[src/rtl/cpu_sequencer.sv]
// Moore control sequencer for the 8-bit CPU: walks fetch/decode/operand/execute
// states and emits registered datapath strobes decoded from the next state.
module cpu_sequencer #(
  parameter int CNT_W = 8
) (
  input  logic             clk,
  input  logic             rst_n,
  input  logic             run,
  input  logic             LD,
  input  logic             ADD,
  input  logic             SUB,
  input  logic             AND,
  input  logic             OR,
  input  logic             STO,
  input  logic             HALT,
  output logic             PC_INC,
  output logic             MAR_PC,
  output logic             MAR_MEM,
  output logic             MEM_RD,
  output logic             MEM_WR,
  output logic             IIR,
  output logic             ACC_LD,
  output logic [2:0]       ALU_OP,
  output logic             busy,
  output logic             halted,
  output logic             fault,
  output logic [CNT_W-1:0] instr_cnt
);

  typedef enum logic [3:0] {
    S_IDLE, S_F0, S_F1, S_F2, S_DEC, S_A0, S_A1, S_EX, S_HALTED
  } state_e;

  typedef struct packed {
    logic       pc_inc;
    logic       mar_pc;
    logic       mar_mem;
    logic       mem_rd;
    logic       mem_wr;
    logic       iir;
    logic       acc_ld;
    logic [2:0] alu_op;
    logic       busy;
    logic       halted;
  } ctl_t;

  state_e           state_q, state_d;
  logic [2:0]       op_q, op_d;
  logic             sto_q, sto_d;
  logic             fault_q, fault_d;
  logic [CNT_W-1:0] cnt_q, cnt_d;
  ctl_t             ctl_q, ctl_d;

  logic [6:0] lines;
  logic       one_hot;

  always_comb begin
    lines   = {HALT, STO, OR, AND, SUB, ADD, LD};
    one_hot = (lines != 7'd0) && ((lines & (lines - 7'd1)) == 7'd0);

    state_d = state_q;
    op_d    = op_q;
    sto_d   = sto_q;
    fault_d = fault_q;
    cnt_d   = cnt_q;

    case (state_q)
      S_IDLE:   if (run) state_d = S_F0;
      S_F0:     state_d = S_F1;
      S_F1:     state_d = S_F2;
      S_F2:     state_d = S_DEC;
      S_DEC: begin
        // Opcode class is frozen here; EX never looks at the decoder again.
        if (!one_hot) begin
          state_d = S_HALTED;
          fault_d = 1'b1;
        end else if (HALT) begin
          state_d = S_HALTED;
          cnt_d   = cnt_q + CNT_W'(1);
        end else begin
          state_d = S_A0;
          sto_d   = STO;
          op_d    = ADD ? 3'b001 :
                    SUB ? 3'b010 :
                    AND ? 3'b011 :
                    OR  ? 3'b100 : 3'b000;
        end
      end
      S_A0:     state_d = S_A1;
      S_A1:     state_d = S_EX;
      S_EX: begin
        cnt_d   = cnt_q + CNT_W'(1);
        state_d = run ? S_F0 : S_IDLE;
      end
      S_HALTED: state_d = S_HALTED;
      default:  state_d = S_IDLE;
    endcase
  end

  // Outputs are decoded from the next state so the flops line up with state_q.
  always_comb begin
    ctl_d = '0;
    case (state_d)
      S_F0, S_A0: ctl_d.mar_pc = 1'b1;
      S_F1: begin
        ctl_d.mem_rd = 1'b1;
        ctl_d.iir    = 1'b1;
      end
      S_F2:       ctl_d.pc_inc = 1'b1;
      S_A1: begin
        ctl_d.mem_rd  = 1'b1;
        ctl_d.mar_mem = 1'b1;
        ctl_d.pc_inc  = 1'b1;
      end
      S_EX: begin
        if (sto_d) begin
          ctl_d.mem_wr = 1'b1;
        end else begin
          ctl_d.mem_rd = 1'b1;
          ctl_d.acc_ld = 1'b1;
          ctl_d.alu_op = op_d;
        end
      end
      S_HALTED:   ctl_d.halted = 1'b1;
      default:    ctl_d = '0;
    endcase
    ctl_d.busy = (state_d != S_IDLE) && (state_d != S_HALTED);
  end

  always_ff @(posedge clk or negedge rst_n) begin
    if (!rst_n) begin
      state_q <= S_IDLE;
      op_q    <= 3'b000;
      sto_q   <= 1'b0;
      fault_q <= 1'b0;
      cnt_q   <= '0;
      ctl_q   <= '0;
    end else begin
      state_q <= state_d;
      op_q    <= op_d;
      sto_q   <= sto_d;
      fault_q <= fault_d;
      cnt_q   <= cnt_d;
      ctl_q   <= ctl_d;
    end
  end

  assign PC_INC    = ctl_q.pc_inc;
  assign MAR_PC    = ctl_q.mar_pc;
  assign MAR_MEM   = ctl_q.mar_mem;
  assign MEM_RD    = ctl_q.mem_rd;
  assign MEM_WR    = ctl_q.mem_wr;
  assign IIR       = ctl_q.iir;
  assign ACC_LD    = ctl_q.acc_ld;
  assign ALU_OP    = ctl_q.alu_op;
  assign busy      = ctl_q.busy;
  assign halted    = ctl_q.halted;
  assign fault     = fault_q;
  assign instr_cnt = cnt_q;

endmodule
[config.mk]
export PLATFORM = sky130hd
export DESIGN_NAME = cpu_sequencer
export DESIGN_NICKNAME = d
export VERILOG_FILES = /design/src/rtl/cpu_sequencer.sv
export SDC_FILE = /design/constraint.sdc
export NUM_CORES = 1
export LEC_CHECK = 0
export BUFFER_PORTS_ARGS = -buffer_cell sky130_fd_sc_hd__buf_2
export CAP_MARGIN = 20
export CORE_UTILIZATION = 48
export CTS_CLUSTER_SIZE = 25
export DETAILED_ROUTE_END_ITERATION = 6
export PLACE_DENSITY = 0.81
export SYNTH_ARGS = -nofsm -noshare
export SYNTH_HDL_FRONTEND = slang
export SYNTH_SLANG_ARGS = --single-unit
[constraint.sdc]
create_clock -name clk -period 1.48 [get_ports clk]
set_input_delay 0.296 -clock clk [delete_from_list [all_inputs] [get_ports clk]]
set_output_delay 0.296 -clock clk [all_outputs]
set_load 0.03 [all_outputs]
**Word level (Yosys, flattened, before mapping)**

Index checks and enable logic that the tools add are counted.

- Add/sub/neg operators: 2
- Reductions and logical operators: 12
- Order comparisons: 0
- Multipliers: 0
- Divide/modulo/power cells: 0
- Shifts and indexed selects: 0
- Equal/unequal tests: 18
- Bitwise gates (word level): 2
- Muxes and demuxes: 29

Operators with widths:

| operator | count |
|---|---|
| 4-bit one-hot mux with 9 select lines | 1 |
| 4-bit by 3-bit equality test with 1-bit output, second input constant | 7 |
| 3-bit 2-to-1 mux | 7 |
| 4-bit 2-to-1 mux | 5 |
| 4-bit by 2-bit equality test with 1-bit output, second input constant | 4 |
| 8-bit 2-to-1 mux | 2 |
| 8-bit one-hot mux with 2 select lines | 1 |
| 1-bit 2-to-1 mux | 12 |
| 8-bit by 1-bit adder with 8-bit output, second input constant | 1 |
| 4-bit by 1-bit equality test with 1-bit output, second input constant | 2 |
| 4-bit equality test, second input constant | 2 |
| 7-bit AND | 1 |
| 7-bit logical NOT | 1 |
| 7-bit nonzero test | 1 |
| 7-bit by 1-bit subtractor with 7-bit output, second input constant | 1 |
| 2-bit OR reduction | 3 |
| 4-bit logical NOT | 1 |
| 2-bit inequality test, second input constant | 2 |
| 4-bit inequality test, second input constant | 1 |
| 4-bit nonzero test | 1 |
| 3-bit AND reduction | 1 |
| 1-bit logical AND | 2 |
| 1-bit one-hot mux with 2 select lines | 1 |
| 2-bit AND reduction | 1 |
| 2 further kinds | 2 |

- Bits in read-only memories: 0
- Bits in registers: 29
- Latch bits: 0
- Input bits: 10
- RAM bits: 0
- Output and inout port bits: 21
- Word-level logic and storage cells: 78
- Memories kept: 0

**Logic depth before layout (Yosys ltp)**

- Word-level depth: 9
- Gate-level depth with buffers: 6
- Depth with buffers taken out: 5

**Least setup slack after synthesis**

No wires, ideal clock.

- Path kind: flip-flop to flip-flop
- Start: register state_q[1]
- End: register op_q[1]
- Stages on the path, launching flop included: 5
- Path buffers: 0
- Arrival: 1.480 ns
- Required time: 1.355 ns
- Setup slack: -0.126 ns
- Library setup time: 0.125 ns
- Clock period less this slack: 1.606 ns
- Cells stage by stage: dfrtp_1 > nor4b_4 > nand2b_1 > o21bai_4 > mux2_4

- Word-level cells in the longest chain between the ends: 2

RTL lines:

| element | RTL line | RTL |
|---|---|---|
| start, declared | 47 | `state_e state_q, state_d;` |
| start signal, assigned | 139 | `state_q <= state_d;` |
| 4-bit by 3-bit equality test with 1-bit output | 67 | `case (state_q)` |
| 3-bit 2-to-1 mux | 67 |  |
| via op_d[1] | 48 | `logic [2:0] op_q, op_d;` |
| end signal, assigned | 140 | `op_q <= op_d;` |
| end, declared | 48 |  |

The timed path passes the listed nets, and every way through them passes these cells.
A chain may end at the register's enable or synchronous reset.

**Final worst setup path**

- Start: register state_q[3]
- End: register cnt_q[4] (netlist: instr_cnt[4])

- Word-level cells in the longest chain between the ends: 3
- Elaborated cells between the ends (all ways): 7
- Classes of those cells: 4 x eq/ne; 1 x mux; 2 x reduce/logical

RTL lines:

| element | RTL line | RTL |
|---|---|---|
| 4-bit by 3-bit equality test with 1-bit output | 67 |  |
| 2-bit inequality test (no source line) or 2-bit nonzero test (tied branches) | -- |  |
| 3-bit AND reduction (no source line) | -- |  |
| end signal, assigned | 143 | `cnt_q <= cnt_d;` |
| end, declared | 51 | `logic [CNT_W-1:0] cnt_q, cnt_d;` |

Several ways; a longest one is shown, not always the timed one.

==> metrics.cfg <==
[timing]
worst_slew_pin_slew_ps=622
slew_headroom=0.585
drv_slew=0
rsz0062_at_grt=yes
setup_viol=7
finalCritPeriodShare=1.05
period_needed_ps=1560
setup_slack_ps=-80.3
fin_skew_ps=7.03
fmax_mhz=641
final-hold-violation-count=0

[critical_path]
arrival_ps=1770
worst-path-max-fanout=5
rrSetupSlack_ps=-80
crit_path_start_kind=flop
reg2regPathDepth=5
reg2reg_to=instr_cnt[4]$_DFFE_PN0P_
cp.required_ps=1690
critPathKind=flop to flop
cp-end-kind=flop
reg2reg_from=state_q[3]$_DFF_PN0_

[power_and_ir_drop]
powerDensity_mw_per_mm2=1420
power.total_mw=2.68
p_leak_nw=0.909
ir_drop_mv=1.10

[global_route]
grt.total_usage=0.218
grt_first_pass_wirelength_um=5260
antenna_found_initial=0
grt_overflow_total=0
grt_pass1_vias=1184
grt_max_degree=30

[logic_synthesis]
ys_seq_area_frac=0.510
yosysTopAreaCellShare=0.510
synth_warnings=0
ys_top_cells_by_count=dfrtp_1 (29), nor2_1 (9), o21ai_0 (9), nand2_1 (8), xnor2_1 (7)
synth_top_area_cell=dfrtp_1
synth.cell_area_mm2=0.00142
syn_avg_cell_area_um2=10.8
syn_inst=132
synth.most_common_cell=dfrtp_1
synth_fp_nets=143
synth_edf_count=0
synth_flop_cell=dfrtp_1
async_reset_ff_frac=1.00
synth_area_leaders=dfrtp_1 (51%), xnor2_1 (4.3%), o21ai_0 (3.2%)
synth.distinct_cells=42
ys_ff_latch=29

[layout]
area_growth_pct=32.0
multiInputGateArea_um2=723
final_nets=195
fillers=219
drive_above_1_share=0.422
register_area_um2=726
diodes=0
fin_area_mm2=0.00188

[drt]
ant_nets=0
vias=1202
first_pass_iters=4
wire_per_inst_um=14.5
avgViaCountPerCell=5.56
drcViolationCount=0
drtIter0Drc=34
routed_wl_um=3130

[run_status]
status=finished with violations
violations=negative setup slack

[floorplan]
core_area_mm2=0.00278
die_area_mm2=0.00319
die_y_um=56.5
initial_core_util=0.512
io_pins=31
fp.dieW_um=56.5
fp-row-count=19

[hold_path]
worst_hold_path_type=primary input to flop
min_to=MAR_PC$_DFF_PN0_
worstHoldPathCells=3
hold_start=run

[clocking]
cts_buffers=5
ctsLongestPathBuffers=2
ctsRootBufferMaster=clkbuf_4
clk_latency_ps=330
cts_tree=built
clk_pin_slew_ps=90
cts_sinks=29
h-tree-depth=2

[placed_design]
dp_hpwl_um=2300
place.gp.congestion=0.892
placed_area_mm2=0.00173
io_buffer_count=30

[flow_run]
cap_violations=0

## routing by layer
metal,vias to the layer above,track usage,share of wire
met5,-,0,0
met1,573,0.256,0.40
met3,6,0.0530,0.057
li1,578,-,-
met2,45,0.361,0.53
met4,0,0.125,0.017
## registers in the layout (all words and copies together) (netlist names)
signal and flops:
instr_cnt 8, state_q 4, ALU_OP 3, op_q 3, ACC_LD 1, IIR 1, MAR_MEM 1, MAR_PC 1
MEM_RD 1, MEM_WR 1, PC_INC 1, busy 1, fault 1, halted 1, sto_q 1
## metrics by stage
stage	utilization	setup slack (ps)	hold WS, ps	instances	TNS [ps]
final	0.676	-80.3	312	216	-348
after global routing	0.676	-148	286	216	-806
after CTS	0.660	-76.4	286	216	-335
after detailed placement	0.623	-188	346	206	-1590
after global placement	0.623	-104	334	206	-759
after floorplan	-	-116	0.409	132	-280
## power by group
part / switching (mW) / internal (mW) / total, mW / leakage, nW
clock network: 0.265 / 0.180 / 0.445 / 0.0320
registers: 0.107 / 0.963 / 1.07 / 0.370
logic: 0.719 / 0.443 / 1.16 / 0.507
total: 1.09 / 1.59 / 2.68 / 0.909
## worst max-delay path by stage
stage                          endpoint                 start  depth (start not counted)
2_1_floorplan         op_q[1]$_DFF_PN0_  state_q[3]$_DFF_PN0_                          4
3_3_place_gp          op_q[1]$_DFF_PN0_                   SUB                          6
3_5_place_dp          op_q[1]$_DFF_PN0_                   ADD                          5
4_1_cts        instr_cnt[4]$_DFFE_PN0P_  state_q[3]$_DFF_PN0_                          5
5_1_grt        instr_cnt[4]$_DFFE_PN0P_  state_q[3]$_DFF_PN0_                          5
6_report       instr_cnt[4]$_DFFE_PN0P_  state_q[3]$_DFF_PN0_                          5
## timing repair
action,4_1_cts,5_1_grt
cloned,0,0
pin swaps,5,9
gates resized for setup,8,11
hold buffers,1,0
hold endpoints to repair,29,0
setup buffers,1,0
endpoints found under the setup margin,10,15
## placed cells by master (no fill, tap or decap), drive strengths merged, types with 4 or more instances in the layout
cell,netlist,routed
nand2,9,9
nor3,5,5
xnor2,7,7
dfrtp,29,29
o21ai,10,10
nor2,10,10
buf,1,50
a21oi,6,6
nand2b,4,4
clkbuf,5,6
nand3,6,6
## worst max-delay path, stage by stage (launching register included)
cell     delay [ps]
dfrtp_1         420
nor4b_4         300
buf_6           170
a41o_1          250
nand4_1         150
xnor2_1         160
## cell families (layout without fill, tap and decap cells)
family	after synthesis	after routing	synth area share
and+or+nand+nor	53	53	0.235
DFF	29	29	0.510
AOI/OAI and AO/OA	28	28	0.143
xor gates and xnor gates	10	10	0.0615
buffers and inverters	9	62	0.0237
muxes	2	2	0.0176
adders and majority gates	1	1	0.00879
## cell type report
cell class	instances	area share
flip-flops and latches	29	0.386
inverters	3	0.00599
repair buffers	51	0.175
clock inverters	2	0.00533
multi-input cells	94	0.385
clock buffers	6	0.0220
well taps	31	0.0206
(Power assumes the default switching activity.)
